`src/rtl/pid_spd_mix.sv`:
```
// Heading PID output stage: sums P/I/D into a steering correction, soft-ramps the
// forward-speed base and mixes both into saturated left/right motor commands.
module pid_spd_mix #(
    parameter logic [10:0] FRWRD_MAX = 11'd672,
    parameter logic [10:0] RAMP_STEP = 11'd32
) (
    input  logic               clk,
    input  logic               rst,
    input  logic               hdng_vld,
    input  logic               moving,
    input  logic signed [13:0] P_term,
    input  logic signed [11:0] I_term,
    input  logic signed [12:0] D_term,
    output logic signed [11:0] lft_spd,
    output logic signed [11:0] rght_spd,
    output logic               spd_vld,
    output logic               at_speed
);

    typedef enum logic [1:0] {
        IDLE   = 2'd0,
        RAMP   = 2'd1,
        CRUISE = 2'd2,
        DECEL  = 2'd3
    } state_t;

    state_t             state;
    state_t             state_nxt;
    logic        [10:0] frwrd;
    logic        [10:0] frwrd_nxt;
    logic               at_speed_nxt;
    logic        [11:0] ramp_sum;
    logic        [11:0] decel_step;
    logic signed [14:0] sum_d;
    logic signed [14:0] sum_q;
    logic               v1;
    logic signed [15:0] base;
    logic signed [15:0] sum_ext;
    logic signed [15:0] lft_raw;
    logic signed [15:0] rght_raw;

    function automatic logic signed [11:0] sat12(input logic signed [15:0] v);
        if (v > 16'sd2047) begin
            return 12'sd2047;
        end else if (v < -16'sd2048) begin
            return -12'sd2048;
        end else begin
            return v[11:0];
        end
    endfunction

    always_ff @(posedge clk or posedge rst) begin
        if (rst) begin
            state <= IDLE;
        end else begin
            state <= state_nxt;
        end
    end

    // Loss of the move command outranks reaching the ceiling.
    always_comb begin
        state_nxt = state;
        case (state)
            IDLE: begin
                if (moving) state_nxt = RAMP;
            end
            RAMP: begin
                if (!moving) begin
                    state_nxt = DECEL;
                end else if (frwrd == FRWRD_MAX) begin
                    state_nxt = CRUISE;
                end
            end
            CRUISE: begin
                if (!moving) state_nxt = DECEL;
            end
            DECEL: begin
                if (moving) begin
                    state_nxt = RAMP;
                end else if (frwrd == '0) begin
                    state_nxt = IDLE;
                end
            end
            default: state_nxt = IDLE;
        endcase
    end

    always_comb begin
        ramp_sum   = {1'b0, frwrd} + {1'b0, RAMP_STEP};
        decel_step = {RAMP_STEP, 1'b0};
        frwrd_nxt  = frwrd;
        if (hdng_vld) begin
            case (state)
                RAMP: begin
                    frwrd_nxt = (ramp_sum > {1'b0, FRWRD_MAX}) ? FRWRD_MAX : ramp_sum[10:0];
                end
                DECEL: begin
                    frwrd_nxt = ({1'b0, frwrd} < decel_step) ? '0 : frwrd - decel_step[10:0];
                end
                default: frwrd_nxt = frwrd;
            endcase
        end
        at_speed_nxt = (state_nxt == CRUISE);
    end

    always_ff @(posedge clk or posedge rst) begin
        if (rst) begin
            frwrd    <= '0;
            at_speed <= 1'b0;
        end else begin
            frwrd    <= frwrd_nxt;
            at_speed <= at_speed_nxt;
        end
    end

    // 15 bits hold the worst-case magnitude of the three terms without overflow.
    always_comb begin
        sum_d = $signed({P_term[13], P_term})
              + $signed({{3{I_term[11]}}, I_term})
              + $signed({{2{D_term[12]}}, D_term});
    end

    always_ff @(posedge clk or posedge rst) begin
        if (rst) begin
            sum_q <= '0;
            v1    <= 1'b0;
        end else begin
            v1 <= hdng_vld;
            if (hdng_vld) begin
                sum_q <= sum_d;
            end
        end
    end

    always_comb begin
        base     = $signed({5'b0, frwrd});
        sum_ext  = $signed({sum_q[14], sum_q});
        lft_raw  = base + sum_ext;
        rght_raw = base - sum_ext;
    end

    // frwrd here already carries the update from the strobe that loaded sum_q.
    always_ff @(posedge clk or posedge rst) begin
        if (rst) begin
            lft_spd  <= '0;
            rght_spd <= '0;
            spd_vld  <= 1'b0;
        end else begin
            spd_vld <= v1;
            if (v1) begin
                if (state == IDLE) begin
                    lft_spd  <= '0;
                    rght_spd <= '0;
                end else begin
                    lft_spd  <= sat12(lft_raw);
                    rght_spd <= sat12(rght_raw);
                end
            end
        end
    end

endmodule

```
`config.mk`:
```
export PLATFORM = sky130hd
export DESIGN_NAME = pid_spd_mix
export DESIGN_NICKNAME = d
export VERILOG_FILES = /design/src/rtl/pid_spd_mix.sv
export SDC_FILE = /design/constraint.sdc
export NUM_CORES = 1
export LEC_CHECK = 0
export ABC_AREA = 1
export CORE_ASPECT_RATIO = 2
export CORE_MARGIN = 2
export CORE_UTILIZATION = 30
export CTS_BUF_LIST = sky130_fd_sc_hd__clkbuf_8
export DETAILED_ROUTE_END_ITERATION = 16
export GPL_ROUTABILITY_DRIVEN = 1
export PLACE_DENSITY = 0.46
export SLEW_MARGIN = 15
export SYNTH_ARGS = -nofsm -noshare
export SYNTH_HDL_FRONTEND = slang
export SYNTH_SLANG_ARGS = --single-unit
```
`constraint.sdc`:
```
create_clock -name clk -period 2.18 [get_ports clk]
set_input_delay 0.327 -clock clk [delete_from_list [all_inputs] [get_ports clk]]
set_output_delay 0.327 -clock clk [all_outputs]
set_load 0.03 [all_outputs]
```
==> results.toml <==
[run_status]
status = "completed"

[global_routing]
grt_pass1_wl_um = 19710
grt_pass1_vias = 4136
grt_usage_pct = 16.61
grt-ovfl-total = 0
antenna_found_initial = 0
grt_max_degree = 51

[clock_tree]
htree_levels = 2
cts.hold.buffers_added = 0
clock_latency_ns = 0.32
numCtsBuffers = 5
cts_sinks = 50
cts_buffer_depth = 2
clk_pin_slew_ns = 0.10
cts_tree = "built"
cts_root_buf = "clkbuf_8"

[layout]
multi_input_area_sq_mm = 0.003214
final.fill_count = 1389
drive_gt1_share_pct = 33.61
regArea_sq_mm = 0.001252
diodes = 0
fin_area_sq_mm = 0.006528
area_growth_pct = 55.87
nets = 817

[drt]
via_per_inst = 4.730
totalWireLength_um = 12440
drtIter0Drc = 111
drcViolationCount = 0
vias = 4191
wl_per_cell_um = 14.04
wl_met1_um = 5002
dr.pass1.iters = 4
ant_nets = 0
dr.max_layer_used = "met4"
wl_met2_um = 6994
wl_met3_um = 276

[placed_design]
routabilityCongestion = 0.8737
numPortBuffers = 68
post_dp_cell_area_sq_mm = 0.005650
dp_hpwl_um = 9831

[critical_path]
cp-end-kind = "flip-flop"
path_buf_inv = 3
critPathTopFamily = "simple AND/OR/NAND/NOR gates"
cp_cell_sequence = "inv_2 > ha_4 > buf_6 > nand2_1 > nand2_2 > inv_1 > nand2_1 > nand2_1 > nand3_1 > nand2_1 > nand2_2 > nand2_4 > o21bai_4 > nand3_2 > nand3_2"
crit_path_top_delay_cell = "dfrtp_1"
crit_top_cell = "nand2_1"
worstSetupPathType = "flip-flop to flip-flop"
cp_slowest_stage_delay_ns = 0.45
crit_arrival_ns = 2.37
start_kind = "flip-flop"
critical_path_required_ns = 2.44
worstPathMaxFanout = 5

[logic_synthesis]
synthXorXnorAreaFrac_pct = 4.810
ys_seq_area_share_pct = 29.88
yosysWarnings = 0
ys_seq_elements = 50
synth_top_family_by_area = "simple AND/OR/NAND/NOR gates"
synth_compound_area_share_pct = 10.88
avgSynthCellArea_sq_um = 7.360
synth_async_sr_flop_share_pct = 100.0
muxShareOfSynthArea_pct = 0
synthSimpleGateAreaFrac_pct = 28.86
synthCells = 569
synth-main-ff-cell = "dfrtp_1"
synthAdderAreaFrac_pct = 16.43
netlist-cell-type-count = 38
synth_edf_count = 0
synth_fp_nets = 658
syn_area_sq_mm = 0.004188

[power]
vdd.ir_drop.worst_mv = 0.5960
power_mw = 8.813
leakage_nw = 3.257
power_density_mw_per_mm2 = 1350

[flow_run]
max_cap_viol_count = 0

[timing]
finalClockSkew_ns = 0.008995
tightestPinTransition_ns = 0.7916
fin_crit_sh_pct = 97.05
period_needed_ns = 2.116
maxSlewHeadroom_pct = 47.17
hold_viol_final = 0
drv_slew = 0
fmax_mhz = 472.7
rsz0062_at_grt = "true"
setup_violations = 0

[floorplan]
row_count = 61
dieArea_sq_mm = 0.01498
die-height_um = 171.1
start_util_pct = 30.48
io_pins = 69
core-area_sq_mm = 0.01374
die_w_um = 87.55

[worst_hold_path]
min_path_type = "primary input to async pin"
## cell usage in the layout (no fill, tap or decap), types with 9 or more instances in the layout
cell type,instances
nand2_1,110
buf_4,86
inv_1,69
dfrtp_1,49
nor2_1,42
nand3_1,41
clkdlybuf4s50_1,36
nand2_2,27
inv_2,18
nand3_2,18
ha_4,18
xor2_1,16
o21ai_1,14
ha_1,13
dlygate4sd2_1,13
o21ai_0,12
dlymetal6s2s_1,12
fa_1,11
nand4_1,9
nor2_4,9
## logic make-up after synthesis
group	Yosys count
and+or+nand+nor	276
buffers and inverters	99
AOI/OAI and AO/OA	75
DFF	50
adders and majority gates	46
xor gates and xnor gates	23
## per-stage QoR
step | worst slack (ns) | setup TNS (ns) | utilization [%] | std cells | hold slack, ns
final | 0.06435 | 0 | 47.51 | 886 | 0.3538
after global routing | -0.06570 | -0.7990 | 47.51 | 886 | 0.3842
after CTS | -0.01744 | -0.02298 | 43.66 | 876 | 0.3679
after detailed placement | -0.6687 | -6.485 | 41.13 | 865 | 0.4713
after global placement | -0.6438 | -6.731 | 41.13 | 865 | 0.4705
after floorplan | -0.07478 | -0.07478 | - | 569 | 0.3584
## cells in the mapped netlist (2+ instances only)
cell,instances,share of area [%]
xnor2_1,7,1.5
ha_1,31,9.3
fa_1,15,7.2
nand2_2,11,1.6
clkbuf_1,6,0.54
a22oi_1,2,0.36
nand2_1,132,12
nand3_2,4,0.96
o21ai_0,22,2.6
o22ai_1,3,0.45
a21oi_1,17,2.0
nand3_1,56,6.7
nor2_2,2,0.30
a21o_1,3,0.54
a31oi_1,4,0.60
inv_2,5,0.45
dfrtp_1,50,30
inv_1,83,7.4
buf_2,3,0.36
o21bai_1,4,0.72
nor2_1,55,4.9
o31ai_1,2,0.36
xor2_1,16,3.3
o21ai_1,10,1.2
buf_4,2,0.36
nor3_1,4,0.48
nand4_1,9,1.3
## per-layer routing
layer | global-route usage (%) | up-vias
met2 | 31.23 | 55
met5 | 0 | -
met1 | 19.50 | 1993
met3 | 2.123 | 10
met4 | 3.679 | 0
li1 | - | 2133
## final timing paths
path | from | end | slack, ns | cells after the start
setup / recovery | sum_q[9] | rght_spd[6] | 0.06 | 15
hold / removal | rst | lft_spd[6] | 0.35 | 3
setup reg to reg | sum_q[9] | rght_spd[6] | 0.06 | 15
hold reg to reg | rght_spd[0] | rght_spd[0] | 0.49 | 2
max in group asynchronous | rst | frwrd[10] | 1.57 | 3
min in group clk | rght_spd[0] | rght_spd[0] | 0.49 | 2
## sequential cells by signal (all words and copies together), names as in the netlist
| register | flops |
|---|---|
| spd_vld | 1 |
| frwrd | 6 |
| at_speed | 1 |
| state | 2 |
| v1 | 1 |
| lft_spd | 12 |
| rght_spd | 12 |
| sum_q | 15 |
## power breakdown
part	leakage [nW]	internal, mW	total, mW	switching, mW
Clock	0.0556	0.338	0.676	0.338
Sequential	0.603	1.31	1.64	0.330
Combinational	2.60	2.95	6.49	3.54
## repair_timing
item,4_1_cts,5_1_grt
buffers inserted,2,10
gates cloned,1,0
resized for setup,73,127
pin swaps,39,72
setup endpoints to repair,29,31
## area by class of cell
type | count | share of cell area (%)
Multi-Input combinational cell | 421 | 49.24
Timing Repair Buffer | 162 | 21.74
Sequential cell | 50 | 19.19
Inverter | 88 | 5.137
Tap cell | 157 | 3.009
Clock buffer | 5 | 1.054
Clock inverter | 3 | 0.6325
## worst register-to-register path: cells and delay by family, from the launching register on
kind | cells | cell delay, ns
compound gates | 1 | 0.25
fa+ha+maj | 1 | 0.29
buf+inv | 3 | 0.22
flops | 1 | 0.45
simple gates | 10 | 0.85
Power figures use the tool's default switching activity.
